### src/rtl/spike_rate_encoder_pkg.sv
// Shared definitions for the spike encode/decode path: FSM states and
// signed saturation helpers usable at any data width up to 64 bits.
package spike_rate_encoder_pkg;

  typedef enum logic [1:0] {
    ST_IDLE = 2'd0,
    ST_RUN  = 2'd1,
    ST_DONE = 2'd2
  } state_t;

  typedef enum logic [1:0] {
    SAT_NONE = 2'd0,
    SAT_POS  = 2'd1,
    SAT_NEG  = 2'd2
  } sat_t;

  // Largest / smallest signed value of a given width, for use in localparams.
  function automatic logic signed [63:0] sat_max(input int width);
    return (64'sd1 <<< (width - 1)) - 64'sd1;
  endfunction

  function automatic logic signed [63:0] sat_min(input int width);
    return -(64'sd1 <<< (width - 1));
  endfunction

  // A (W+1)-bit sum of two W-bit signed operands overflowed iff its top two bits differ.
  function automatic sat_t sat_detect(input logic [1:0] top_bits);
    sat_t kind;
    kind = SAT_NONE;
    if (top_bits == 2'b01) kind = SAT_POS;
    else if (top_bits == 2'b10) kind = SAT_NEG;
    return kind;
  endfunction

endpackage

### src/rtl/spike_if_neuron.sv
// Integrate-and-fire neuron with subtractive reset: holds the membrane,
// performs the saturating integrate, the threshold compare and the subtract.
module spike_if_neuron
  import spike_rate_encoder_pkg::*;
#(
  parameter int DATA_WIDTH = 16
) (
  input  logic                         clk,
  input  logic                         rst,
  input  logic                         clear,
  input  logic                         step,
  input  logic signed [DATA_WIDTH-1:0] value,
  input  logic signed [DATA_WIDTH-1:0] threshold,
  output logic                         fire
);

  localparam logic signed [DATA_WIDTH-1:0] SAT_MAX = DATA_WIDTH'(sat_max(DATA_WIDTH));
  localparam logic signed [DATA_WIDTH-1:0] SAT_MIN = DATA_WIDTH'(sat_min(DATA_WIDTH));

  logic signed [DATA_WIDTH-1:0] membrane_reg;
  logic signed [DATA_WIDTH-1:0] membrane_next;
  logic signed [DATA_WIDTH:0]   sum_wide;
  logic signed [DATA_WIDTH:0]   diff_wide;
  logic signed [DATA_WIDTH-1:0] sum_sat;
  logic signed [DATA_WIDTH-1:0] diff_sat;
  logic                         thr_nonpos;

  assign thr_nonpos = threshold[DATA_WIDTH-1] || (threshold == '0);

  always_comb begin
    sum_wide = {membrane_reg[DATA_WIDTH-1], membrane_reg} + {value[DATA_WIDTH-1], value};
    case (sat_detect(sum_wide[DATA_WIDTH:DATA_WIDTH-1]))
      SAT_POS: sum_sat = SAT_MAX;
      SAT_NEG: sum_sat = SAT_MIN;
      default: sum_sat = sum_wide[DATA_WIDTH-1:0];
    endcase

    diff_wide = {sum_sat[DATA_WIDTH-1], sum_sat} - {threshold[DATA_WIDTH-1], threshold};
    case (sat_detect(diff_wide[DATA_WIDTH:DATA_WIDTH-1]))
      SAT_POS: diff_sat = SAT_MAX;
      SAT_NEG: diff_sat = SAT_MIN;
      default: diff_sat = diff_wide[DATA_WIDTH-1:0];
    endcase
  end

  // A non-positive threshold fires every step and pins the membrane at zero.
  always_comb begin
    fire          = thr_nonpos || (sum_sat >= threshold);
    membrane_next = sum_sat;
    if (thr_nonpos) membrane_next = '0;
    else if (fire) membrane_next = diff_sat;
  end

  always_ff @(posedge clk) begin
    if (rst || clear) membrane_reg <= '0;
    else if (step) membrane_reg <= membrane_next;
  end

endmodule

### src/rtl/spike_rate_encoder.sv
// Rate-codes a signed activation into a spike train of programmable length,
// one timestep per shared step_en strobe.
module spike_rate_encoder
  import spike_rate_encoder_pkg::*;
#(
  parameter int DATA_WIDTH     = 16,
  parameter int TIMESTEP_WIDTH = 8
) (
  input  logic                      clk,
  input  logic                      rst,
  input  logic                      in_valid,
  output logic                      in_ready,
  input  logic [DATA_WIDTH-1:0]     in_value,
  input  logic [DATA_WIDTH-1:0]     threshold,
  input  logic [TIMESTEP_WIDTH-1:0] num_timesteps,
  input  logic                      step_en,
  output logic                      spike,
  output logic                      spike_valid,
  output logic                      busy,
  output logic                      done,
  output logic [TIMESTEP_WIDTH-1:0] spike_count
);

  state_t                       state_reg;
  logic signed [DATA_WIDTH-1:0] value_reg;
  logic signed [DATA_WIDTH-1:0] threshold_reg;
  logic [TIMESTEP_WIDTH-1:0]    num_steps_reg;
  logic [TIMESTEP_WIDTH-1:0]    step_cnt_reg;
  logic [TIMESTEP_WIDTH-1:0]    spike_count_reg;
  logic                         spike_reg;
  logic                         spike_valid_reg;
  logic                         busy_reg;
  logic                         done_reg;
  logic                         in_ready_reg;

  logic accept;
  logic step_run;
  logic last_step;
  logic fire;

  assign accept    = in_valid && (state_reg == ST_IDLE);
  assign step_run  = step_en && (state_reg == ST_RUN);
  assign last_step = (step_cnt_reg == num_steps_reg - TIMESTEP_WIDTH'(1));

  spike_if_neuron #(
    .DATA_WIDTH(DATA_WIDTH)
  ) u_neuron (
    .clk      (clk),
    .rst      (rst),
    .clear    (accept),
    .step     (step_run),
    .value    (value_reg),
    .threshold(threshold_reg),
    .fire     (fire)
  );

  always_ff @(posedge clk) begin
    if (rst) begin
      state_reg       <= ST_IDLE;
      value_reg       <= '0;
      threshold_reg   <= '0;
      num_steps_reg   <= '0;
      step_cnt_reg    <= '0;
      spike_count_reg <= '0;
      spike_reg       <= 1'b0;
      spike_valid_reg <= 1'b0;
      busy_reg        <= 1'b0;
      done_reg        <= 1'b0;
      in_ready_reg    <= 1'b1;
    end else begin
      case (state_reg)
        ST_IDLE: begin
          spike_valid_reg <= 1'b0;
          if (in_valid) begin
            value_reg       <= in_value;
            threshold_reg   <= threshold;
            num_steps_reg   <= num_timesteps;
            step_cnt_reg    <= '0;
            spike_count_reg <= '0;
            spike_reg       <= 1'b0;
            in_ready_reg    <= 1'b0;
            if (num_timesteps == '0) begin
              state_reg <= ST_DONE;
              done_reg  <= 1'b1;
            end else begin
              state_reg <= ST_RUN;
              busy_reg  <= 1'b1;
            end
          end
        end
        ST_RUN: begin
          spike_valid_reg <= step_en;
          if (step_en) begin
            spike_reg    <= fire;
            step_cnt_reg <= step_cnt_reg + TIMESTEP_WIDTH'(1);
            if (fire && (spike_count_reg != '1))
              spike_count_reg <= spike_count_reg + TIMESTEP_WIDTH'(1);
            if (last_step) begin
              state_reg <= ST_DONE;
              busy_reg  <= 1'b0;
              done_reg  <= 1'b1;
            end
          end
        end
        ST_DONE: begin
          state_reg       <= ST_IDLE;
          done_reg        <= 1'b0;
          spike_valid_reg <= 1'b0;
          in_ready_reg    <= 1'b1;
        end
        default: begin
          state_reg       <= ST_IDLE;
          busy_reg        <= 1'b0;
          done_reg        <= 1'b0;
          spike_valid_reg <= 1'b0;
          in_ready_reg    <= 1'b1;
        end
      endcase
    end
  end

  assign in_ready    = in_ready_reg;
  assign spike       = spike_reg;
  assign spike_valid = spike_valid_reg;
  assign busy        = busy_reg;
  assign done        = done_reg;
  assign spike_count = spike_count_reg;

endmodule

### config.mk
export PLATFORM = sky130hd
export DESIGN_NAME = spike_rate_encoder
export DESIGN_NICKNAME = d
export VERILOG_FILES = /design/src/rtl/spike_rate_encoder_pkg.sv /design/src/rtl/spike_if_neuron.sv /design/src/rtl/spike_rate_encoder.sv
export SDC_FILE = /design/constraint.sdc
export NUM_CORES = 1
export LEC_CHECK = 0
export CAP_MARGIN = 5
export CORE_ASPECT_RATIO = 1.75
export CORE_UTILIZATION = 62
export CTS_CLUSTER_DIAMETER = 40
export DETAILED_ROUTE_END_ITERATION = 10
export PLACE_DENSITY = 0.87
export SETUP_SLACK_MARGIN = 0.4
export SYNTH_ARGS = -nofsm -noshare
export SYNTH_HDL_FRONTEND = slang
export SYNTH_SLANG_ARGS = --single-unit
### constraint.sdc
create_clock -name clk -period 11.7 [get_ports clk]
set_input_delay 1.755 -clock clk [delete_from_list [all_inputs] [get_ports clk]]
set_output_delay 1.755 -clock clk [all_outputs]
set_load 0.1 [all_outputs]
==> qor.txt <==
CTS tree -> built
max-cap violation count -> 0
Top Ports -> 57
final hold viol count -> 0
critical path's most frequent cell -> ha_1
count of final setup violators -> 0
CTS buffer count -> 9
largest net degree at the start of global routing -> 53
Multi-input gate area -> 3339 µm²
maximum operating frequency -> 156.5 MHz
P&R area growth vs syn -> 16.79%
Mapped Cells -> 665
number of global-route vias before repair -> 5,156
sequential fraction of the synthesis area -> 30.90%
synthesis-stage register bit count -> 79
number of synthesis warnings -> 0
ys flop type -> dfxtp_1
Antenna Cells -> 0
sw power -> 679.6 µW
worst min-delay path category -> flop to flop
Initial Utilization -> 64.28%
Root Driver -> clkbuf_16
Placement Rows -> 43
Net Sw Frac -> 46.71%
CP peak stage delay -> 0.63 ns
clk sinks -> 79
RSZ-0062 raised after global routing -> no
PortBufs -> 56
Flop pwr share -> 21.7%
Max VDD drop -> 0.1419 mV
clock skew -> 0.005410 ns
Vias/cell -> 6.386
status -> finished with violations
Sum Neg Setup Slack -> 0 ns
DP Wirelength -> 11,000 µm
wire per inst -> 18.15 µm
drt first-iter violations -> 459
critical path startpoint category -> flop
PwrDens -> 243.4 nW/µm²
worst path arrival time -> 6.63 ns
nets -> 792
FILL cells -> 619
WP data required -> 11.93 ns
Total GRT Usage -> 35.13%
CTS resizes -> 0
Least-Margin Pin Slew -> 1.082 ns
Worst setup startpoint -> u_neuron.membrane_reg[0]
post-synth cell types -> 63
post-CTS setup buffer count -> 0
post-route clock period utilization -> 54.63%
Clk pwr share -> 18.1%
Post-DRT Antenna Nets -> 0
mean area per synthesized cell -> 7.697 µm²
register area -> 1582 µm²
Vias -> 5,134
initial antenna violation count -> 0
nature of the critical path endpoint -> flop
critical path peak fanout -> 16
post-layout min period -> 6.392 ns
slowest CP cell -> ha_1
Rel. slew slack -> 27.58%
combinational share of power -> 60.2%
RR Startpoint -> u_neuron.membrane_reg[0]
Post-route DRC -> 4
min-delay src -> value_reg[0]
core area -> 7963 µm²
clock tree buffer depth -> 2
Leakage -> 2.408 nW
Internal -> 775.4 µW
ratio of cells with drive above 1 in the final layout -> 4.202%
CTS HTree Levels -> 3
Min Hold Slack -> 0.4581 ns
routability congestion estimate from global placement -> 1.007
Post-Route WL -> 14,590 µm
first drt pass iteration count -> 8
clock latency at the later pin of the worst-skew pair -> 0.35 ns
Post-synth EDFFs -> 0
grt ovf -> 0
CTS clk-pin slew, worst paths -> 0.06 ns
Die Y-Extent -> 122.2 µm
Hold Buf Count CTS -> 0
failing checks -> DRC
critical path class -> flop to flop
synthesized net count -> 748
Cell Area, Synth -> 5119 µm²
Slew Limit Fails -> 0
Die ar. -> 8638 µm²
die width -> 70.69 µm
first-pass GRT wire length -> 23,430 µm
Post-synth ARST share -> 0%
==> cell families (layout without fill, tap and decap cells) <==
| logic type | after synthesis | after routing | synth area share (%) |
|---|---|---|---|
| AOI/OAI and AO/OA | 199 | 199 | 24.59 |
| xor gates and xnor gates | 40 | 40 | 6.991 |
| adders and majority gates | 46 | 46 | 11.20 |
| buffers and inverters | 51 | 100 | 3.862 |
| DFF | 79 | 79 | 30.90 |
| muxes | 3 | 3 | 0.6111 |
| and+or+nand+nor | 247 | 247 | 21.85 |
==> path summary, 6_finish.rpt <==
path                         endpoint  slack, ns  cells past startpoint
max          u_neuron.membrane_reg[2]       5.31                     25
min                      value_reg[0]       0.46                      2
max reg2reg  u_neuron.membrane_reg[2]       5.31                     25
min reg2reg              value_reg[0]       0.46                      2
==> power by group through the flow <==
stage	sequential [mW]	clock, mW	combinational (mW)
detailed placement	0.321	0	0.834
floorplan	0.332	0	0.623
global placement	0.320	0	0.813
global route	0.317	0.277	0.934
CTS	0.315	0.266	0.845
finish	0.315	0.263	0.876
==> worst max-delay path, delay by kind of cell, from the launching register on <==
family / cells / cell delay (ns)
AOI/OAI and AO/OA: 13 / 2.75
DFF: 1 / 0.35
and+or+nand+nor: 6 / 1.58
buffers and inverters: 1 / 0.05
adders and majority gates: 4 / 1.45
xor gates and xnor gates: 1 / 0.10
==> area by class of cell <==
class | count | share of cell area [%]
Tap cell | 90 | 1.884
Clock buffer | 12 | 4.123
Clock inverter | 4 | 0.5023
Timing Repair Buffer | 58 | 9.544
Inverter | 26 | 1.632
Multi-Input combinational cell | 535 | 55.86
Sequential cell | 79 | 26.45
==> per-stage QoR <==
step | worst slack (ns) | instances | instance area, µm² | utilization, % | power, mW
global placement | 5.741 | 788 | 5702 | 71.61 | 1.133
finish | 5.308 | 804 | 5978 | 75.08 | 1.455
global route | 4.877 | 804 | 5978 | 75.08 | 1.528
floorplan | 6.403 | 665 | 5119 | - | 0.9553
detailed placement | 5.531 | 788 | 5702 | 71.61 | 1.155
CTS | 5.433 | 804 | 5978 | 75.08 | 1.426
==> layer usage <==
metal	share of wire, %	global-route usage [%]	vias up
met1	34	31.99	2412
met5	0	0	-
met2	54	65.69	181
met3	4.2	6.534	80
li1	-	-	2461
met4	7.6	29.50	0
==> placed cells by master, fill, tap and decap left out, types with 3 or more instances in the layout <==
master and instances:
o31ai_1 11, o21bai_1 5, clkbuf_16 9, a31oi_1 5, xnor2_1 20, dfxtp_1 79, o21ai_0 23, nand2_1 139
nor2b_1 7, or3_1 5, nor2_1 28, and2_1 5, o21a_1 4, inv_1 26, nor3_1 9, o211ai_1 7
or4_1 3, nand2b_1 9, nand3_1 12, o2111ai_1 3, a211oi_1 5, nor4_1 7, clkdlybuf4s50_1 55, nand4_1 8
a21oi_1 94, o31a_1 3, ha_1 37, maj3_1 7, and3_1 8, xor2_1 19, a21o_1 12
==> Yosys cell counts, types with 8 or more instances <==
| cell | n | area share, % |
|---|---|---|
| nor3_1 | 9 | 0.88 |
| xor2_1 | 19 | 3.3 |
| o31ai_1 | 11 | 1.6 |
| nand2_1 | 139 | 10 |
| nand2b_1 | 9 | 1.1 |
| o21ai_0 | 23 | 2.2 |
| and3_1 | 8 | 0.98 |
| nand3_1 | 12 | 1.2 |
| ha_1 | 37 | 9.0 |
| inv_1 | 26 | 1.9 |
| nand4_1 | 8 | 0.98 |
| dfxtp_1 | 79 | 31 |
| xnor2_1 | 20 | 3.4 |
| nor2_1 | 28 | 2.1 |
| a21o_1 | 12 | 1.8 |
| a21oi_1 | 94 | 9.2 |
| clkbuf_1 | 19 | 1.4 |
Power figures use the tool's default switching activity.
